$ cat config.mk
export PLATFORM = sky130hd
export DESIGN_NAME = seq_divider
export DESIGN_NICKNAME = d
export VERILOG_FILES = /design/src/rtl/seq_divider.sv
export SDC_FILE = /design/constraint.sdc
export NUM_CORES = 1
export LEC_CHECK = 0
export CORE_MARGIN = 2
export CORE_UTILIZATION = 35
export CTS_CLUSTER_DIAMETER = 150
export CTS_CLUSTER_SIZE = 16
export DETAILED_ROUTE_END_ITERATION = 10
export HOLD_SLACK_MARGIN = 0.06
export PLACE_DENSITY = 0.68
export SLEW_MARGIN = 20
export SYNTH_ARGS = -nofsm -noshare
export SYNTH_HDL_FRONTEND = slang
export SYNTH_SLANG_ARGS = --single-unit
export TNS_END_PERCENT = 10
$ cat constraint.sdc
create_clock -name clk -period 5.85 [get_ports clk]
set_input_delay 1.4625 -clock clk [delete_from_list [all_inputs] [get_ports clk]]
set_output_delay 1.4625 -clock clk [all_outputs]
set_load 0.01 [all_outputs]
$ cat src/rtl/seq_divider.sv
// Multi-cycle unsigned restoring divider: one trial subtraction per clock,
// start/done handshake, divide-by-zero flagged with an all-ones quotient.
module seq_divider #(
    parameter int WIDTH = 4
) (
    input  logic             clk,
    input  logic             rst_n,
    input  logic             start,
    input  logic [WIDTH-1:0] A,
    input  logic [WIDTH-1:0] B,
    output logic             busy,
    output logic             done,
    output logic [WIDTH-1:0] Q,
    output logic [WIDTH-1:0] R,
    output logic             div_by_zero
);
    localparam int CW = $clog2(WIDTH + 1);

    typedef enum logic [1:0] {S_IDLE, S_RUN, S_DONE} state_t;

    state_t           state_q;
    logic [CW-1:0]    count_q;
    // The partial remainder never exceeds B-1, so its top bit is always zero
    // and only the low WIDTH bits are stored.
    logic [WIDTH-1:0] p_q;
    logic [WIDTH-1:0] d_q;
    logic [WIDTH-1:0] b_q;
    logic [WIDTH-1:0] q_q;
    logic [WIDTH-1:0] r_q;
    logic             dbz_q;
    logic             busy_q;
    logic             done_q;

    logic [WIDTH:0]   shifted_d;
    logic [WIDTH:0]   trial_d;
    logic             qbit_d;
    logic [WIDTH-1:0] p_d;
    logic [WIDTH-1:0] d_d;

    always_comb begin
        shifted_d = {p_q, d_q[WIDTH-1]};
        trial_d   = shifted_d - {1'b0, b_q};
        qbit_d    = ~trial_d[WIDTH];
        p_d       = qbit_d ? trial_d[WIDTH-1:0] : shifted_d[WIDTH-1:0];
        d_d       = {d_q[WIDTH-2:0], qbit_d};
    end

    always_ff @(posedge clk) begin
        if (!rst_n) begin
            state_q <= S_IDLE;
            count_q <= '0;
            p_q     <= '0;
            d_q     <= '0;
            b_q     <= '0;
            q_q     <= '0;
            r_q     <= '0;
            dbz_q   <= 1'b0;
            busy_q  <= 1'b0;
            done_q  <= 1'b0;
        end else begin
            case (state_q)
                S_IDLE, S_DONE: begin
                    if (start) begin
                        b_q <= B;
                        d_q <= A;
                        p_q <= '0;
                        if (B != '0) begin
                            state_q <= S_RUN;
                            count_q <= CW'(WIDTH);
                            q_q     <= '0;
                            r_q     <= '0;
                            dbz_q   <= 1'b0;
                            busy_q  <= 1'b1;
                            done_q  <= 1'b0;
                        end else begin
                            state_q <= S_DONE;
                            q_q     <= '1;
                            r_q     <= A;
                            dbz_q   <= 1'b1;
                            busy_q  <= 1'b0;
                            done_q  <= 1'b1;
                        end
                    end else begin
                        state_q <= S_IDLE;
                        busy_q  <= 1'b0;
                        done_q  <= 1'b0;
                    end
                end
                S_RUN: begin
                    p_q     <= p_d;
                    d_q     <= d_d;
                    count_q <= count_q - CW'(1);
                    if (count_q == CW'(1)) begin
                        state_q <= S_DONE;
                        q_q     <= d_d;
                        r_q     <= p_d;
                        busy_q  <= 1'b0;
                        done_q  <= 1'b1;
                    end
                end
                default: begin
                    state_q <= S_IDLE;
                    busy_q  <= 1'b0;
                    done_q  <= 1'b0;
                end
            endcase
        end
    end

    assign busy        = busy_q;
    assign done        = done_q;
    assign Q           = q_q;
    assign R           = r_q;
    assign div_by_zero = dbz_q;
endmodule

# Yosys cells after proc, flatten, opt, wreduce, memory -nomap -nowiden
# Index checks and enable logic that the tools add are counted.
[op_classes]
n_addsub = 2
n_mul = 0
n_div = 0
n_lt_le_gt_ge = 0
eq_ne = 6
shift = 0
n_mux = 28
bitwise_logic = 1
n_reduce_logical = 8
[op_table]
columns = ["op", "n"]
rows = [
  ["two-way mux 4 bit", 9],
  ["one-hot mux 4 bit (2 select lines)", 4],
  ["two-way mux 1 bit", 6],
  ["two-way mux 2 bit", 3],
  ["two-way mux 3 bit", 2],
  ["!= test 2 bit, second input constant", 3],
  ["one-hot mux 3 bit (2 select lines)", 1],
  ["AND reduction 3 bit", 2],
  ["subtractor 5 x 4 -> 5 bit", 1],
  ["one-hot mux 1 bit (2 select lines)", 2],
  ["one-hot mux 2 bit (2 select lines)", 1],
  ["AND reduction 2 bit", 2],
  ["nonzero test 4 bit", 1],
  ["equality test 3 x 1 -> 1 bit, second input constant", 1],
  ["subtractor 3 x 1 -> 3 bit, second input constant", 1],
  ["equality test 2 x 1 -> 1 bit, second input constant", 1],
  ["equality test 2 bit, second input constant", 1],
  ["zero test 2 bit", 1],
  ["nonzero test 2 bit", 1],
  ["OR reduction 2 bit", 1],
  ["inverter 1 bit", 1],
]
[word_totals]
reg_bits = 28
latch_bits = 0
ramBits = 0
mem_bits_ro = 0
input_bits = 11
out_inout_bits = 11
elab_cells = 55
mem_count = 0

# Longest topological paths before layout
[depth]
ltp_word = 4
depth_mapped = 8
mapped_depth_nobuf = 8

# Least setup slack after synthesis
# Ideal clock, no wire load.
[synth_path]
path_type = "input to register"
from = "input B[3]"
to = "register busy_q (netlist: busy)"
setup_ns = 0.120
arrival_ns = 2.407
required_time_ns = 5.730
setup_slack_ns = 3.324
cell_stages = 5
path_buffers = 0
cell_sequence = "or4_4 > and2_4 > nor2_1 > nor2_1 > o31a_1"
[synth_between]
elab_chain_len = 4
[synth_lines]
columns = ["element", "line", "source"]
rows = [
  ["start, declared", "10", "input logic [WIDTH-1:0] B,"],
  ["nonzero test 4 bit", "67", "if (B != '0) begin"],
  ["two-way mux 1 bit", "67", ""],
  ["two-way mux 1 bit", "63", "if (start) begin"],
  ["one-hot mux 1 bit (2 select lines)", "61", "case (state_q)"],
  ["end signal, assigned", "58", "busy_q <= 1'b0;"],
  ["end signal, assigned", "73", "busy_q <= 1'b1;"],
  ["end signal, assigned", "80", "busy_q <= 1'b0;"],
  ["end, declared", "31", "logic busy_q;"],
]
# No other way between the ends.
# A chain may end at the register's enable or synchronous reset.

# Worst setup path after layout
[layout_path]
from = "input start"
to = "register d_q[0]"
[layout_between]
elab_chain_len = 2
[layout_lines]
columns = ["element", "line", "source"]
rows = [
  ["start, declared", "8", "input logic start,"],
  ["!= test 2 bit (no source line)", "--", ""],
  ["AND reduction 2 bit (no source line)", "--", ""],
  ["end signal, assigned", "53", "d_q <= '0;"],
  ["end signal, assigned", "65", "d_q <= A;"],
  ["end signal, assigned", "91", "d_q <= d_d;"],
  ["end, declared", "26", "logic [WIDTH-1:0] d_q;"],
]
# No other way between the ends.

==> reports/metrics.yaml <==
cells_and_area:
  regArea_um2: 541
  final_layout_size_suffix_gt1_share_pct: 7.30
  nets: 197
  syn_to_final_growth_pct: 21.8
  fill_cells: 379
  multi_input_area_um2: 703
  antenna_cells: 0
power:
  peakVddDrop_mv: 0.144
  power_mw: 0.417
  p_per_area_nw_per_um2: 261
  leakage_nw: 0.589
route:
  dr.pass1.iters: 4
  wl_per_cell_um: 11.8
  drt_iter0_drc: 40
  drc: 0
  post_drt_via_cell_ratio: 4.76
  ant_nets: 0
  via_count: 1076
  routed_wl_um: 2670
min_path:
  min_path_type: "reg2reg"
  min_path_cells: 2
job:
  maxCapViolCount: 0
clock_tree:
  clockRootBuffer: "clkbuf_8"
  numCtsBuffers: 3
  postCtsSetupRepairBufs: 0
  cts_max_level: 1
  clockBufferDepth: 2
  clock-sinks: 27
  ctsResizeCount: 0
  clock_latency_ns: 0.27
  clk_pin_slew_ns: 0.09
  cts_tree: "built"
  holdBufCountCts: 0
yosys:
  synth_nets: 177
  synth_area_um2: 1310
  post-synth-top-count-cell: "dfxtp_1"
  yosys_warnings: 0
  synth_common_cells: "dfxtp_1, nand2_1, nor2_1"
  ys_seq_area_share_pct: 41.2
  netlist-cell-type-count: 34
  synth_top_area_share_pct: 41.2
  ys_async_sr_fraction_pct: 0
  synthTopCellsByArea: "dfxtp_1, nand2_1, a21oi_1"
  syn_inst: 159
  synth-edff-count: 0
  yosysTopAreaCell: "dfxtp_1"
  avgSynthCellArea_um2: 8.25
  postSynthRegisterBits: 27
  synthFlopType: "dfxtp_1"
timing:
  layout_setup_ws_ns: 2.92
  setup_viol: 0
  grt_setup_unrepaired: "false"
  finalCritPeriodShare_pct: 50.1
  min_period_ns: 2.93
  clock.fmax_ghz: 0.341
  setup-tns-final_ns: 0
  finalHoldViolations: 0
  fin_skew_ns: 0.00711
  slew_viol_final: 0
  max_slew_margin_pct: 54.7
  tightest_slew_ns: 0.679
  whs_ns: 0.459
die:
  fp.dieH_um: 65.2
  rows: 22
  die_w_um: 65.2
  die_area_um2: 4250
  core-area_um2: 3630
  ios: 22
  start_util_pct: 36.1
place:
  dp_slack_ns: 2.64
  gp_congestion: 0.738
  dp_hpwl_um: 1990
  portBuffers: 21
global_routing:
  grt_util_all_layers_pct: 13.6
  antenna_found_initial: 0
  grt_pass1_vias: 990
  grt_overflow: 0
  grt_max_degree: 18
  grt_pass1_wl_um: 4550
worst_setup_path:
  arrival_ns: 3.08
  critPathMaxStageDelay_ns: 0.56
  crit_chain: "clkdlybuf4s50_1, nor2b_1, nor2_1, a22oi_1, a21oi_1"
  rr_worst_depth: 8
  crit_cells: 5
  cp_top_family: "simple AND/OR/NAND/NOR gates"
  critPathRequiredTime_ns: 6.00
  critical_path_class: "in2reg"
  crit_buf_inv: 1
  path_max_fanout: 10
  endpoint_kind: "flip-flop"
  cp-start-kind: "input port"
  crit_path_top_delay_cell: "nor2b_1"
status:
  status: "completed"
==> path summary, 6_finish.rpt <==
kind                       start                   to  slack, ns
max                        start  d_q[0]$_SDFFE_PN0P_       2.92
min reg2reg  b_q[3]$_SDFFE_PN0P_  b_q[3]$_SDFFE_PN0P_       0.46
max reg2reg  d_q[3]$_SDFFE_PN0P_    R[2]$_SDFFE_PN0P_       3.53
min          b_q[3]$_SDFFE_PN0P_  b_q[3]$_SDFFE_PN0P_       0.46
==> metal layers <==
metal  GRT usage, %  up-vias  share of wire (%)
li1               -      573                  -
met1           18.1      486                 48
met2           21.7       15                 47
met3           2.40        2                3.5
met4           5.47        0               0.71
met5              0        -                  0
==> logic make-up (layout without fill, tap and decap cells) <==
family                     after synthesis  count (layout)  synth area share, %
and+or+nand+nor                         64              64                 21.7
AOI/OAI and AO/OA                       41              41                 19.6
DFF                                     27              27                 41.2
buffers and inverters                   15              34                 5.15
adders and majority gates                7               7                 7.25
muxes                                    3               3                 2.39
xor gates and xnor gates                 2               2                 2.77
==> worst register-to-register path: stages (launching register included) <==
cell and delay [ns]:
dfxtp_1 0.34, inv_1 0.06, ha_1 0.22, fa_1 0.38, nand2b_1 0.18, a21oi_2 0.23
xor2_4 0.29, mux2_2 0.40, a31oi_1 0.17
==> layout by cell type, fill, tap and decap left out, types with 3 or more instances in the layout <==
cell / netlist / final
a21oi_1: 19 / 19
nand2b_1: 4 / 4
nor2_1: 24 / 24
clkdlybuf4s50_1: 0 / 21
o21ai_0: 8 / 8
dfxtp_1: 27 / 27
a31oi_1: 3 / 3
ha_1: 6 / 6
nor2b_1: 3 / 3
inv_1: 7 / 7
nand2_1: 26 / 26
clkbuf_8: 0 / 3
a22oi_1: 4 / 4
==> report_power, final <==
| part | switching [mW] | internal, mW |
|---|---|---|
| logic | 0.0540 | 0.0476 |
| clock network | 0.0572 | 0.0487 |
| registers | 0.0101 | 0.199 |
==> final cells by class <==
cell class	count	share of cell area (%)
multi-input cells	117	44.0
flip-flops and latches	27	33.9
repair buffers	22	13.6
well taps	48	3.76
clock buffers	4	2.82
inverters	8	1.88
==> per-stage QoR <==
step / cell area, um2 / std cells / utilization, %
CTS: 1600 / 226 / 43.9
finish: 1600 / 226 / 43.9
global route: 1600 / 226 / 43.9
global placement: 1550 / 222 / 42.7
detailed placement: 1550 / 222 / 42.7
floorplan: 1310 / 159 / -
==> flip-flops by register name, summed over array words and instances, names as in the netlist <==
signal / count
d_q: 4
b_q: 4
state_q: 1
p_q: 4
R: 4
done: 1
div_by_zero: 1
busy: 1
Q: 4
count_q: 3
Note: power is estimated with default switching activity, not from simulation.
